==> src/rtl/and_sb_pkg.sv <==
// Shared definitions for the AND-gate response scoreboard: FSM encoding and helpers.
// Latency: n/a (constants and pure functions only).
// Backpressure: n/a.
package and_sb_pkg;

    // Scoreboard FSM encoding, kept as plain constants for older tool flows
    localparam logic [1:0] ST_IDLE  = 2'd0;
    localparam logic [1:0] ST_RUN   = 2'd1;
    localparam logic [1:0] ST_DRAIN = 2'd2;
    localparam logic [1:0] ST_DONE  = 2'd3;

    // Number of queue entries for a given address width
    function automatic int depth_of(input int log2);
        return 1 << log2;
    endfunction

    // Increment that sticks at the all-ones value of a w-bit counter (w <= 32)
    function automatic logic [31:0] sat_inc(input logic [31:0] v, input int w);
        logic [31:0] max_v;
        max_v = (w >= 32) ? 32'hFFFF_FFFF : ((32'd1 << w) - 32'd1);
        return (v >= max_v) ? max_v : (v + 32'd1);
    endfunction

endpackage

==> src/rtl/sb_fifo.sv <==
// Synchronous show-ahead FIFO holding expected results: head is visible on dout while not empty.
// Latency: a push is visible on dout the cycle after it is written; pop takes effect on the clock edge.
// Backpressure: push on full is dropped unless a pop happens in the same cycle; pop on empty is ignored.
module sb_fifo
    import and_sb_pkg::*;
#(
    parameter int WIDTH      = 8,
    parameter int DEPTH_LOG2 = 4
) (
    input  logic             clk,
    input  logic             rst,
    input  logic             flush,
    input  logic             push,
    input  logic [WIDTH-1:0] din,
    input  logic             pop,
    output logic [WIDTH-1:0] dout,
    output logic             full,
    output logic             empty
);

    localparam int DEPTH = depth_of(DEPTH_LOG2);

    logic [WIDTH-1:0]    mem [DEPTH];
    logic [DEPTH_LOG2:0] wr_ptr;
    logic [DEPTH_LOG2:0] rd_ptr;
    logic                do_pop;
    logic                do_push;

    // Pointers carry an extra wrap bit so full and empty are distinguishable
    assign empty = (wr_ptr == rd_ptr);
    assign full  = (wr_ptr[DEPTH_LOG2] != rd_ptr[DEPTH_LOG2]) &&
                   (wr_ptr[DEPTH_LOG2-1:0] == rd_ptr[DEPTH_LOG2-1:0]);

    // A write on full is legal when the head leaves in the same edge (slot is reused)
    assign do_pop  = pop && !empty;
    assign do_push = push && (!full || do_pop);

    assign dout = mem[rd_ptr[DEPTH_LOG2-1:0]];

    // Storage array; contents need no reset because pointers gate visibility
    always_ff @(posedge clk) begin
        if (do_push) begin
            mem[wr_ptr[DEPTH_LOG2-1:0]] <= din;
        end
    end

    // Pointer update; flush empties the queue for a new run
    always_ff @(posedge clk) begin
        if (rst || flush) begin
            wr_ptr <= '0;
            rd_ptr <= '0;
        end else begin
            if (do_push) begin
                wr_ptr <= wr_ptr + 1'b1;
            end
            if (do_pop) begin
                rd_ptr <= rd_ptr + 1'b1;
            end
        end
    end

endmodule

==> src/rtl/and_scoreboard.sv <==
// In-order response scoreboard for an AND-gate DUT: queues a&b per operand pair and checks out_c.
// Latency: counters and flags update on the edge that samples out_vld/in_vld; readable one cycle later.
// Backpressure: none exerted; pairs arriving on a full queue are dropped and flagged as overflow.
module and_scoreboard
    import and_sb_pkg::*;
#(
    parameter int WIDTH      = 8,
    parameter int DEPTH_LOG2 = 4,
    parameter int CNT_W      = 16,
    parameter int TIMEOUT    = 1024
) (
    input  logic             clk,
    input  logic             rst,
    input  logic             start,
    input  logic [CNT_W-1:0] n_checks,
    input  logic             in_vld,
    input  logic [WIDTH-1:0] in_a,
    input  logic [WIDTH-1:0] in_b,
    input  logic             out_vld,
    input  logic [WIDTH-1:0] out_c,
    output logic             busy,
    output logic             done,
    output logic             pass,
    output logic [CNT_W-1:0] chk_cnt,
    output logic [CNT_W-1:0] err_cnt,
    output logic             overflow,
    output logic             timeout,
    output logic             first_err_vld,
    output logic [WIDTH-1:0] first_err_exp,
    output logic [WIDTH-1:0] first_err_c
);

    localparam int TO_W = $clog2(TIMEOUT + 1);

    logic [1:0]       state;
    logic [CNT_W-1:0] n_target;
    logic [CNT_W-1:0] push_cnt;
    logic [TO_W-1:0]  idle_cnt;

    logic             start_ok;
    logic             active;
    logic             push_en;
    logic             pop_en;
    logic             unexp;
    logic             mismatch;
    logic             err_evt;
    logic             fifo_push;
    logic             fifo_full;
    logic             fifo_empty;
    logic [WIDTH-1:0] fifo_head;

    // A new run may only begin from a quiescent state
    assign start_ok = start && ((state == ST_IDLE) || (state == ST_DONE));
    assign active   = (state == ST_RUN) || (state == ST_DRAIN);

    // Push/pop qualification; a pop on empty is never bypassed from a same-cycle push
    assign push_en   = (state == ST_RUN) && in_vld;
    assign pop_en    = active && out_vld && !fifo_empty;
    assign unexp     = active && out_vld && fifo_empty;
    assign fifo_push = push_en;
    assign mismatch  = pop_en && (fifo_head != out_c);
    assign err_evt   = mismatch || unexp;

    sb_fifo #(
        .WIDTH      (WIDTH),
        .DEPTH_LOG2 (DEPTH_LOG2)
    ) u_fifo (
        .clk   (clk),
        .rst   (rst),
        .flush (start_ok),
        .push  (fifo_push),
        .din   (in_a & in_b),
        .pop   (pop_en),
        .dout  (fifo_head),
        .full  (fifo_full),
        .empty (fifo_empty)
    );

    // Run control: sequencing through RUN/DRAIN, push accounting and drain timeout
    always_ff @(posedge clk) begin
        if (rst) begin
            state    <= ST_IDLE;
            n_target <= '0;
            push_cnt <= '0;
            idle_cnt <= '0;
            timeout  <= 1'b0;
        end else if (start_ok) begin
            n_target <= n_checks;
            push_cnt <= '0;
            idle_cnt <= '0;
            timeout  <= 1'b0;
            state    <= (n_checks == '0) ? ST_DONE : ST_RUN;
        end else begin
            case (state)
                ST_RUN: begin
                    // Dropped pairs still count so the run always terminates
                    if (push_en) begin
                        push_cnt <= push_cnt + 1'b1;
                        if ((push_cnt + 1'b1) == n_target) begin
                            state <= ST_DRAIN;
                        end
                    end
                end
                ST_DRAIN: begin
                    idle_cnt <= out_vld ? '0 : (idle_cnt + 1'b1);
                    if (fifo_empty) begin
                        state <= ST_DONE;
                    end else if (idle_cnt == TO_W'(TIMEOUT - 1)) begin
                        state   <= ST_DONE;
                        timeout <= 1'b1;
                    end
                end
                default: begin
                end
            endcase
        end
    end

    // Result checking: compare counts, saturating error count, overflow and first-failure capture
    always_ff @(posedge clk) begin
        if (rst || start_ok) begin
            chk_cnt       <= '0;
            err_cnt       <= '0;
            overflow      <= 1'b0;
            first_err_vld <= 1'b0;
            first_err_exp <= '0;
            first_err_c   <= '0;
        end else begin
            if (pop_en) begin
                chk_cnt <= chk_cnt + 1'b1;
            end
            if (push_en && fifo_full && !pop_en) begin
                overflow <= 1'b1;
            end
            if (err_evt) begin
                err_cnt <= CNT_W'(sat_inc(32'(err_cnt), CNT_W));
                if (!first_err_vld) begin
                    first_err_vld <= 1'b1;
                    first_err_exp <= unexp ? '0 : fifo_head;
                    first_err_c   <= out_c;
                end
            end
        end
    end

    assign busy = active;
    assign done = (state == ST_DONE);
    assign pass = done && (err_cnt == '0) && !overflow && !timeout;

endmodule

==> config.mk <==
export PLATFORM = sky130hd
export DESIGN_NAME = and_scoreboard
export DESIGN_NICKNAME = d
export VERILOG_FILES = /design/src/rtl/and_sb_pkg.sv /design/src/rtl/sb_fifo.sv /design/src/rtl/and_scoreboard.sv
export SDC_FILE = /design/constraint.sdc
export NUM_CORES = 1
export LEC_CHECK = 0
export BUFFER_PORTS_ARGS = -buffer_cell sky130_fd_sc_hd__buf_2
export CAP_MARGIN = 20
export CORE_ASPECT_RATIO = 2
export CORE_MARGIN = 3
export CORE_UTILIZATION = 59
export CTS_CLUSTER_DIAMETER = 50
export DETAILED_ROUTE_END_ITERATION = 6
export PLACE_DENSITY = 0.79
export SYNTH_ARGS = -nofsm -noshare
export SYNTH_HDL_FRONTEND = slang
export SYNTH_SLANG_ARGS = --single-unit
==> constraint.sdc <==
create_clock -name clk -period 3.4 [get_ports clk]
set_clock_uncertainty 0.1 [all_clocks]
set_input_delay 0.68 -clock clk [delete_from_list [all_inputs] [get_ports clk]]
set_output_delay 0.68 -clock clk [all_outputs]
set_load 0.02 [all_outputs]
==> metrics list, run 1 <==
- With fillers left out, the area of the finished cells amounts to 12100 um^2.
- Clk sinks: about 240
* Hold Crit Class: in2reg
- Most used routing layer in global routing: met2
* Initial Utilization: around three fifths
- Maximum fanout count along the critical path: 7
- The die is approximately 100 um wide.
- In the routed layout, each cell is associated on average with a via count of just under 6.
* Antenna violations before repair: 0
* Remaining DRCs: 0
- VDD sags by at most approximately 0.00043 V.
- Total number of vias: between 7000 and 8000
- Power, Total: a little under 7 mW
- The number of hold buffers added after CTS was 0.
- Buffers on Ports: 98
- Synth Flop Type: sky130_fd_sc_hd__edfxtp_1
- After synthesis, the mean cell area works out to 11.92 um^2.
* Standby leakage power: between 4 and 5 nW
- Gate count after technology mapping: 880
- For this run, the post-layout net count is 1056.
- Of the post-synthesis cell area, the dominant cell type holds a little over a third.
* Total placed instance area: between 10000 and 15000 um^2
- Top post-synthesis cells by area: sky130_fd_sc_hd__edfxtp_1 (37%), sky130_fd_sc_hd__dfxtp_1 (21%), sky130_fd_sc_hd__mux4_2 (6.0%), sky130_fd_sc_hd__xor2_1 (4.3%), sky130_fd_sc_hd__mux2i_1 (4.0%)
- GRT Util Overall: 25.18%
- The multi-input combinational cells in the finished layout cover a total of about 4200 um^2.
- First-pass GRT wire length: between 30000 and 40000 um
* Worst-skew pair later-pin latency: 0.50 ns
- Timing would allow up to 0.3033 GHz.
- Pin count of the biggest net entering global routing: 38
* Count of flip-flops with a built-in enable after synthesis: 128
- In this run the remaining antenna-violating nets after routing total 0.
- Part of the Yosys area used for sequential elements: between 50% and 60%
- In the final layout, flip-flops and latches occupy between 6000 and 7000 um^2.
* Starting DRT DRC Count: 296
- Antenna fix cells: 0
- Cell row count: 68
* Top-level port count: between 90 and 100
- The pre-antenna-repair detailed-routing pass consisted of 6 iterations.
* Deepest clock path buffer count: 3
- Critical path type: reg2reg
* Routed wire per std cell: just over 20 um
- The floorplan step defined a die boundary enclosing around 20000 um^2.
- After legalization and detailed placement, the total HPWL measured between 15000 and 20000 um.
- The cell sitting at the root of the clock tree is a sky130_fd_sc_hd__clkbuf_16.
- The number of nets in the synthesized netlist is ~940.
* Post-synthesis instance area: approximately 10000 um^2
- In the finished design, the share of the clock period the worst path needs comes to a little over nine tenths.
- Total number of H-tree levels: 1
- Setup violations remaining at the end of the flow were counted as 0.
- Synth area leader: sky130_fd_sc_hd__edfxtp_1
- The congestion estimate from routability-driven global placement came to 0.8632.
- Met2 Use GR: between 50% and 60%
- TritonCTS clock tree: built
* Met1 demand-to-capacity share in global routing: approximately 26%
- STA puts the critical path data required time at between 3 and 4 ns.
- Total core area: around 17000 um^2
- The worst pin sits at a relative slew slack of between 20% and 30%.
* Met3 Resource Use GR: 2.586%
- The run finished with clean final reports.
* Synthesis Warnings: 0
- Post-synthesis to final-layout area growth: 15.29%
- Of all flip-flops after synthesis, the portion carrying an async set or reset was 0%.
- The filler cells instantiated in the layout total around 1300.
- Count of endpoints failing hold in the final timing report: 0
- Via count of the first global-routing pass: around 7100
- Number of cells on the worst hold path: 3
- Synthesis inferred 238 register bits.
- The worst setup path is captured at a flip-flop.
* Max-cap violations: 0
* Detailed Route WL: between 20000 and 25000 um
* Power per Cell Area: 565.2 nW/um^2
* CTS buffer count: 21
- Vert. Die Dim: 194.6 um
* Category of the worst setup path launch point: flip-flop
- Register-to-Register Path Depth: 10
- After global routing the overflow that remains totals 0.
* Cell with the most instances after synthesis: sky130_fd_sc_hd__edfxtp_1
- Synthesis instantiated a little over 60 different standard cells from the library.
- The worst path needs roughly 3.3 ns of the cycle, external delays included.
- By count the netlist is led by sky130_fd_sc_hd__edfxtp_1 (128), sky130_fd_sc_hd__dfxtp_1 (110), sky130_fd_sc_hd__nand2_1 (103).
- For the worst setup path, the data arrival time is around 3.6 ns.
- Final slew viol count: 0
- Post-layout util: 69.69%
- In the final layout, the share of cells above drive strength 1 is 22.35%.
- Slew at the pin closest to its max-slew limit: ~1.1 ns
* Worst-path clk slew: about 0.07 ns
## kinds of logic after synthesis
group | after synthesis | share of synthesized area (%)
and+or+nand+nor | 331 | 15.31
DFF | 238 | 57.63
AOI/OAI and AO/OA | 87 | 5.796
muxes | 77 | 10.77
xor gates and xnor gates | 76 | 6.345
buffers and inverters | 57 | 2.481
adders and majority gates | 14 | 1.670
## routing by layer
layer	up-vias	part of all wire [%]
li1	3427	-
met1	3549	33
met4	0	3.3
met2	200	59
met5	-	0
met3	50	4.1
## what timing repair did
item | in CTS | in global routing
setup buffers | 0 | 1
gates resized for setup | 1 | 6
pin swaps | 0 | 1
setup endpoints to repair | 4 | 7
hold endpoints to repair | 0 | 0
## flip-flops by register name, summed over array words and instances, names as in the netlist, 2 cells and up, named ones only
signal         cells
chk_cnt           16
err_cnt           16
first_err_c        8
first_err_exp      8
idle_cnt          11
n_target          16
push_cnt          16
state              2
u_fifo.mem       128
u_fifo.rd_ptr      5
u_fifo.wr_ptr      5
## final timing paths
check                                    from                           to  slack, ns
hold / removal                   n_checks[12]    n_target[12]$_SDFFE_PP0P_       0.33
setup / recovery     push_cnt[3]$_SDFFE_PP0P_        state[1]$_SDFFE_PP0P_       0.10
hold reg to reg   first_err_c[3]$_SDFFE_PP0P_  first_err_c[3]$_SDFFE_PP0P_       0.35
setup reg to reg     push_cnt[3]$_SDFFE_PP0P_        state[1]$_SDFFE_PP0P_       0.10
## critical path, stage by stage (launching register included)
cell,delay [ns]
sky130_fd_sc_hd__dfxtp_1,0.48
sky130_fd_sc_hd__nand4_1,0.14
sky130_fd_sc_hd__buf_4,0.19
sky130_fd_sc_hd__nor3_1,0.22
sky130_fd_sc_hd__xnor2_1,0.26
sky130_fd_sc_hd__o2111ai_1,0.31
sky130_fd_sc_hd__or4_1,0.60
sky130_fd_sc_hd__o41ai_1,0.37
sky130_fd_sc_hd__buf_4,0.18
sky130_fd_sc_hd__o21ai_1,0.07
sky130_fd_sc_hd__a221oi_1,0.27
## where the power goes
part / internal (mW) / switching (mW)
logic: 0.392 / 0.670
clock network: 1.47 / 1.05
registers: 3.15 / 0.101
total: 5.01 / 1.82
## cell type report
| cell class | instances | share of cell area [%] |
|---|---|---|
| clock buffer | 23 | 4.489 |
| clock inverter | 14 | 1.593 |
| inverter | 15 | 0.4655 |
| multi-input combinational | 585 | 34.75 |
| sequential | 238 | 50.02 |
| tap | 210 | 2.172 |
| timing repair buffer | 136 | 6.517 |
## stage by stage
stage | setup slack (ns) | TNS, ns | cells | hold WS [ns]
detailed placement | -0.02226 | -0.08782 | 1183 | 0.3477
CTS | 0.009606 | 0 | 1220 | 0.3138
floorplan | 0.4502 | 0 | 880 | 0.3478
global route | -0.005979 | -0.02091 | 1221 | 0.3257
global placement | 0.0006530 | 0 | 1183 | 0.3443
finish | 0.1032 | 0 | 1221 | 0.3277
## cell usage in the layout (no fill, tap or decap), types with 4 or more instances in the layout
cell,netlist,final
sky130_fd_sc_hd__mux2i_1,42,42
sky130_fd_sc_hd__nor2_1,93,93
sky130_fd_sc_hd__edfxtp_1,128,128
sky130_fd_sc_hd__and2_1,16,16
sky130_fd_sc_hd__nand4_1,20,20
sky130_fd_sc_hd__buf_2,7,98
sky130_fd_sc_hd__nand3_1,25,25
sky130_fd_sc_hd__nor3_1,14,12
sky130_fd_sc_hd__mux2_1,4,4
sky130_fd_sc_hd__nor4_1,11,11
sky130_fd_sc_hd__clkbuf_16,0,21
sky130_fd_sc_hd__nand2_1,103,103
sky130_fd_sc_hd__bufinv_16,0,4
sky130_fd_sc_hd__a311oi_1,8,8
sky130_fd_sc_hd__buf_4,4,37
sky130_fd_sc_hd__and4_1,8,7
sky130_fd_sc_hd__a211oi_2,4,4
sky130_fd_sc_hd__nand3b_1,4,4
sky130_fd_sc_hd__a41oi_1,4,4
sky130_fd_sc_hd__and3_1,8,8
sky130_fd_sc_hd__xnor2_1,25,25
sky130_fd_sc_hd__ha_1,14,13
sky130_fd_sc_hd__o21ai_0,7,7
sky130_fd_sc_hd__a31oi_1,5,5
sky130_fd_sc_hd__nor2b_1,5,5
sky130_fd_sc_hd__inv_1,13,13
sky130_fd_sc_hd__or3_1,5,5
sky130_fd_sc_hd__xor2_1,51,51
sky130_fd_sc_hd__nand2b_1,8,7
sky130_fd_sc_hd__a21oi_1,37,37
sky130_fd_sc_hd__mux4_2,28,28
sky130_fd_sc_hd__dfxtp_1,110,107
Note: power is estimated with default switching activity, not from simulation.
==> inputs of run 2 (changes only) <==
- CORE_UTILIZATION: 59 -> 40
- PLACE_DENSITY: 0.79 -> not set
- REMOVE_ABC_BUFFERS: not set -> 1
==> metrics list, run 2 (same netlist as run 1, synthesis figures left out) <==
- The average wire per cell in the routed design came to 19.24 um (was 20.30 um).
- The post-DP HPWL came to 19660 um (was 18280 um).
* Buffers on Ports: 98 (unchanged)
- The total placed cells including tap cells is 1318 (was 1183).
* Min Tclk post-route: 3.198 ns (was 3.297 ns)
- Detailed Route WL: 26170 um (was 24790 um)
- The number of buffers created by CTS came to 22 (was 21).
* Relative contribution of combinational cells to total power: 15.2% (was 15.5%)
- Critical path endpoint: err_cnt[5]$_SDFFE_PP0P_ (was state[1]$_SDFFE_PP0P_)
- Deepest clock path buffer count: 3 (unchanged)
* CTS resizes: 0 (was 1)
- Slack of the worst reg-to-reg path: 0.20 ns (was 0.10 ns)
- The clock sink count came to 238 (unchanged).
* Hold Crit Class: in2reg (unchanged)
- Overall die area: 28320 um^2 (was 19510 um^2)
- Top library cells by usage in the layout, fill and taps aside: sky130_fd_sc_hd__edfxtp_1 (128), sky130_fd_sc_hd__dfxtp_1 (109), sky130_fd_sc_hd__nand2_1 (103) (was sky130_fd_sc_hd__edfxtp_1 (128), sky130_fd_sc_hd__dfxtp_1 (107), sky130_fd_sc_hd__nand2_1 (103))
- The number of violations reported at the end of detailed-routing iteration 0 is 411 (was 296).
- The relative contribution of sequential cells to total power was 47.0% (was 47.5%).
- The non-filler instance count after layout was 1360 (was 1221).
* TritonCTS clock tree: built (unchanged)
- Achievable frequency: 0.3127 GHz (was 0.3033 GHz)
- Slew at the pin closest to its max-slew limit: 0.6583 ns (was 1.051 ns)
* Power, Total: 6.918 mW (was 6.836 mW)
- Register-to-Register Path Depth: 9 (was 10)
- Power per Cell Area: 559.9 nW/um^2 (was 565.2 nW/um^2)
- The number of top-level pins came to 99 (unchanged).
- Standby leakage power: 4.564 nW (was 4.526 nW)
- Flip-flop count of the largest register, all copies and words added: 128 (unchanged)
- Portion of total power attributed to the clock network: 37.8% (was 37.0%)
* GRT Util Overall: 18.36% (was 25.18%)
- The area of the core region is 25750 um^2 (was 17360 um^2).
- Run status: finished, final reports clean (unchanged).
- The post-cts hold buffer count came to 0 (unchanged).
* Total negative slack: 0 ns (unchanged)
* Proportion of layout cells with a drive suffix above 1: 21.91% (was 22.35%)
* Critical R2R Capture: err_cnt[5]$_SDFFE_PP0P_ (was state[1]$_SDFFE_PP0P_)
- The data arrival time at the worst-slack endpoint is 3.53 ns (was 3.60 ns).
- Number of detailed-routing iterations run before antenna repair: 4 (was 6)
- The largest voltage drop on the vdd net came to 0.0002803 V (was 0.0004347 V).
* Root Driver: sky130_fd_sc_hd__clkbuf_16 (unchanged)
- The wire length of the first global-routing pass was 40340 um (was 38180 um).
* Width of the die: 120.5 um (was 100.3 um)
- Count of buffers added by post-CTS timing repair for setup: 0 (unchanged)
- The net total in the final layout is 1061 (was 1056).
- The clock latency reported for the late side of the worst-skew pair was 0.52 ns (was 0.50 ns).
* Overflow left after global routing: 0 (unchanged)
- Total number of H-tree levels: 1 (unchanged)
- Final slew viol count: 0 (unchanged)
- The detailed-route via count was 7130 (was 7226).
* Net switching power figure: 1.837 mW (was 1.823 mW)
- The die height is 235.0 um (was 194.6 um).
- The final number of setup-violating endpoints came to 0 (unchanged).
- Ratio of final minimum period to clock period: 94.07% (was 96.97%)
* Count of endpoints failing hold in the final timing report: 0 (unchanged)
- Switching portion of total power: 26.55% (was 26.67%)
- Max-slew headroom at the worst pin: 55.77% (was 29.69%)
- The area of placed instances came to 11570 um^2 (was 11330 um^2).
- The via density per instance was 5.243 (was 5.918).
- Cell row count: 83 (was 68)
- Endpoint required time on the critical path: 3.73 ns (was 3.71 ns)
* Post-route antenna net violation count: 0 (unchanged)
* Post-synthesis to final-layout area growth: 17.77% (was 15.29%)
- Pin count of the biggest net entering global routing: 49 (was 38)
* Initial Utilization: 40.74% (was 60.45%)
* Antenna violations before repair: 3 (was 0)
- The most common cell after layout, fill and taps aside was sky130_fd_sc_hd__edfxtp_1 (unchanged).
* Cell internal pwr: 5.081 mW (was 5.013 mW)
- Via count of the first global-routing pass: 7297 (was 7145)
- The post-route DRC violation count came to 0 (unchanged).
- The post-layout instance area is 12360 um^2 (was 12100 um^2).
* Maximum fanout count along the critical path: 13 (was 7)
- Crit. End Element: flip-flop (unchanged)
- The count of max-cap constraint violations came to 0 (unchanged).
* Final RePlAce weighted congestion: 0.8503 (was 0.8632)
* Worst-path clk slew: 0.07 ns (about the same)
- Critical path type: reg2reg (unchanged)
- The startpoint kind of the worst setup timing path is a flip-flop (unchanged).
## run 2: how the worst min path moves through the flow
stage	startpoint	end	depth (start not counted)	slack (ns)
after floorplan	n_target[11]$_SDFFE_PP0P_	n_target[11]$_SDFFE_PP0P_	2	0.34
after global routing	n_checks[12]	n_target[12]$_SDFFE_PP0P_	3	0.31
after detailed placement	first_err_exp[6]$_SDFFE_PP0P_	first_err_exp[6]$_SDFFE_PP0P_	2	0.36
after global placement	first_err_c[1]$_SDFFE_PP0P_	first_err_c[1]$_SDFFE_PP0P_	2	0.35
final	n_checks[2]	n_target[2]$_SDFFE_PP0P_	3	0.31
after CTS	n_checks[2]	n_target[2]$_SDFFE_PP0P_	3	0.29
## run 2: layer usage
metal	global-route usage, %	vias to the layer above	routed length, um
li1	-	3439	-
met1	17.56	3485	8781
met2	36.97	141	15200
met3	2.288	63	910
met4	8.941	2	1262
met5	0	-	11
## run 2: power groups by stage
stage | combinational [mW] | clock (mW) | sequential (mW)
floorplan | 0.625 | 0 | 3.34
global placement | 1.05 | 0 | 3.31
detailed placement | 1.06 | 0 | 3.31
CTS | 1.06 | 2.68 | 3.25
global route | 1.16 | 2.78 | 3.26
finish | 1.05 | 2.61 | 3.25
## run 2: cell type report
type | instances | area (um^2)
fill | 2401 | 13400
inverter | 15 | 56.30
clock inverter | 13 | 165.2
multi-input combinational | 585 | 4203
timing repair buffer | 140 | 863.3
sequential | 238 | 6047
tap | 340 | 425.4
antenna | 2 | 5.005
clock buffer | 27 | 590.6
## run 2: worst max-delay path, stage by stage (launching register included)
cell	delay, ns
sky130_fd_sc_hd__dfxtp_1	0.44
sky130_fd_sc_hd__buf_12	0.19
sky130_fd_sc_hd__mux4_2	0.51
sky130_fd_sc_hd__nor2_2	0.15
sky130_fd_sc_hd__nor3_1	0.07
sky130_fd_sc_hd__or4b_4	0.55
sky130_fd_sc_hd__nor4b_4	0.35
sky130_fd_sc_hd__a21oi_2	0.17
sky130_fd_sc_hd__and2_1	0.29
sky130_fd_sc_hd__a311oi_2	0.29
## run 2: per-stage QoR
stage | setup slack (ns) | util (%) | hold WS, ns
final | 0.2017 | 47.97 | 0.3078
after global routing | -0.008858 | 47.95 | 0.3070
after CTS | 0.07140 | 47.87 | 0.2905
after detailed placement | 0.08124 | 44.93 | 0.3556
after global placement | 0.1498 | 44.93 | 0.3504
after floorplan | -0.6070 | - | 0.3418
==> inputs of run 3 (changes only) <==
- RECOVER_POWER: not set -> 50
==> metrics list, run 3 (same netlist as run 1, synthesis figures left out) <==
- Run status: finished, final reports clean (unchanged)
- The final count of pins violating max slew was 0 (unchanged).
* Maximum cell stage delay along the critical path: 0.55 ns (about the same)
* First-pass GRT wire length: 40340 um (unchanged)
* Setup Slack @ Placement: 0.08124 ns (unchanged)
- The number of buffers inserted to repair setup after CTS is 0 (unchanged).
- Cell row count: 83 (unchanged)
- Total negative slack: 0 ns (unchanged)
- Remaining DRCs: 0 (unchanged)
- Total core area: 25750 um^2 (unchanged)
- The number of violations reported at the end of detailed-routing iteration 0 was 404 (was 411).
- The leakage power total was 4.328 nW (was 4.564 nW).
* Achievable frequency: 0.3127 GHz (about the same)
- The die height was 235.0 um (unchanged).
* CTS buffer count: 22 (unchanged)
* Number of instances in the placed design: 1318 (unchanged)
- Via count of the first global-routing pass: 7297 (unchanged)
- The average wire per cell in the routed design came to 19.26 um (was 19.24 um).
* Initial Utilization: 40.74% (unchanged)
* Power per Cell Area: 561.7 nW/um^2 (was 559.9 nW/um^2)
* Proportion of layout cells with a drive suffix above 1: 16.70% (was 21.91%)
* TritonCTS clock tree: built (unchanged)
* Worst Hold Margin: 0.3090 ns (was 0.3078 ns)
* Leading cell type in the layout, fill and taps excluded: sky130_fd_sc_hd__edfxtp_1 (unchanged)
- The number of detailed-routing iterations run before antenna repair came to 4 (unchanged).
* Post-synthesis to final-layout area growth: 17.09% (was 17.77%)
* Min Tclk post-route: 3.198 ns (about the same)
- The post-layout instance area is 12280 um^2 (was 12360 um^2).
- The fill cell total of the finished layout is 2420 (was 2401).
- Arrival time worst endpoint: 3.53 ns (about the same)
* Detailed Route WL: 26190 um (was 26170 um)
- Count of endpoints failing hold in the final timing report: 0 (unchanged)
- The slew at the pin with the worst max-slew slack was 0.8680 ns (was 0.6583 ns).
* Overflow left after global routing: 0 (unchanged)
- GRT Util Overall: 18.36% (unchanged)
- The flip-flop count of the largest register after layout is 128 (unchanged).
- Top library cells by usage in the layout, fill and taps aside: sky130_fd_sc_hd__edfxtp_1 (128), sky130_fd_sc_hd__dfxtp_1 (109), sky130_fd_sc_hd__nand2_1 (103) (unchanged).
- The startpoint kind of the worst setup timing path was a flip-flop (unchanged).
- Final HPWL from detailed placement: 19660 um (unchanged)
* Count of placed standard cells in the final layout, fillers left out: 1360 (unchanged)
- The cell with the largest stage delay on the worst path was sky130_fd_sc_hd__or4b_4 (unchanged).
- Deepest clock path buffer count: 3 (unchanged)
- Worst-skew pair later-pin latency: 0.52 ns (about the same)
- Crit. End Element: flip-flop (unchanged)
- The largest fanout on the critical path was 13 (unchanged).
- The via density per instance was 5.256 (was 5.243).
* Setup-violating endpoint count in the final report: 0 (unchanged)
- Sequential cell area in the final layout: 6047 um^2 (unchanged)
- Max-cap violations: 0 (unchanged)
* Antenna violations before repair: 3 (unchanged)
- Area of combinational cells with multiple inputs: 4203 um^2 (unchanged)
- The width of the die is 120.5 um (unchanged).
* Largest voltage drop on the vdd net: 0.0002786 V (was 0.0002803 V)
- The worst path required time was 3.73 ns (about the same).
- Cell family with most CP delay: simple AND/OR/NAND/NOR gates (unchanged)
- The floorplan die area came to 28320 um^2 (unchanged).
* Root Driver: sky130_fd_sc_hd__clkbuf_16 (unchanged)
- The final period utilization came to 94.06% (was 94.07%).
- Final RePlAce weighted congestion: 0.8503 (unchanged)
- Crit path cell chain: buf_12, mux4_2, nor2_2, nor3_1, or4b_4, nor4b_4, a21oi_2, and2_1, a311oi_2 (unchanged).
- The deepest level of the CTS H-tree came to 1 (unchanged).
- The worst hold-check path type is in2reg (unchanged).
* Critical path type: reg2reg (unchanged)
- Max-slew headroom at the worst pin: 42.10% (was 55.77%)
* Worst-path clk slew: 0.07 ns (about the same)
* Pin count of the biggest net entering global routing: 49 (unchanged)
- Total number of vias: 7148 (was 7130)
* Post-route antenna net violation count: 0 (unchanged)
- The clock sink count is 238 (unchanged).
* Worst path bufs/invs: 1 (unchanged)
- The worst setup slack after layout is 0.2021 ns (was 0.2017 ns).
- The number of input and output port buffers inserted is 98 (unchanged).
- Post-layout util: 47.70% (was 47.97%)
- Nets: 1061 (unchanged)
* Power, Total: 6.900 mW (was 6.918 mW)
- Total placed instance area: 11570 um^2 (unchanged)
- The number of top-level pins is 99 (unchanged).
==> run 3: cell types whose count changed in the layout (fill, tap and decap cells not counted) <==
| cell | before | now |
|---|---|---|
| sky130_fd_sc_hd__clkbuf_1 | 4 | 57 |
| sky130_fd_sc_hd__buf_2 | 98 | 47 |
| sky130_fd_sc_hd__and2_0 | 0 | 8 |
| sky130_fd_sc_hd__and2_1 | 16 | 8 |
| sky130_fd_sc_hd__buf_4 | 36 | 34 |
==> run 3: worst register-to-register path, stage by stage (launching register included) <==
cell,delay (ns)
sky130_fd_sc_hd__dfxtp_1,0.44
sky130_fd_sc_hd__buf_12,0.19
sky130_fd_sc_hd__mux4_2,0.51
sky130_fd_sc_hd__nor2_2,0.15
sky130_fd_sc_hd__nor3_1,0.07
sky130_fd_sc_hd__or4b_4,0.55
sky130_fd_sc_hd__nor4b_4,0.35
sky130_fd_sc_hd__a21oi_2,0.17
sky130_fd_sc_hd__and2_1,0.30
sky130_fd_sc_hd__a311oi_2,0.29
==> run 3: per-layer routing <==
metal	wire length [um]	track usage (%)	up-vias
met2	15190	36.97	144
met5	11	0	-
met4	1245	8.941	2
li1	-	-	3438
met3	895	2.288	61
met1	8843	17.56	3503
==> run 3: path summary, 6_finish.rpt <==
path	from	to	slack [ns]	cells after the start
min reg2reg	first_err_exp[6]$_SDFFE_PP0P_	first_err_exp[6]$_SDFFE_PP0P_	0.37	2
min	n_checks[2]	n_target[2]$_SDFFE_PP0P_	0.31	3
max reg2reg	flip-flop	err_cnt[5]$_SDFFE_PP0P_	0.20	9
max	flip-flop	err_cnt[5]$_SDFFE_PP0P_	0.20	9
==> run 3: power breakdown <==
group          internal [mW]  switching (mW)  leakage, nW
Sequential              3.15           0.103         2.05
Clock                   1.54            1.07        0.352
Combinational          0.376           0.659         1.93
Total                   5.06            1.84         4.33
==> run 3: what timing repair did <==
| item | CTS | global route |
|---|---|---|
| gates resized for setup | 0 | 5 |
| hold buffers | 0 | 0 |
| setup endpoints to repair | 0 | 14 |
==> run 3: final cells by class <==
class	count	share of cell area (%)
timing repair buffer	140	6.447
inverter	15	0.4583
clock buffer	27	4.807
sequential	238	49.23
antenna	2	0.04074
tap	340	3.463
clock inverter	13	1.344
multi-input combinational	585	34.21
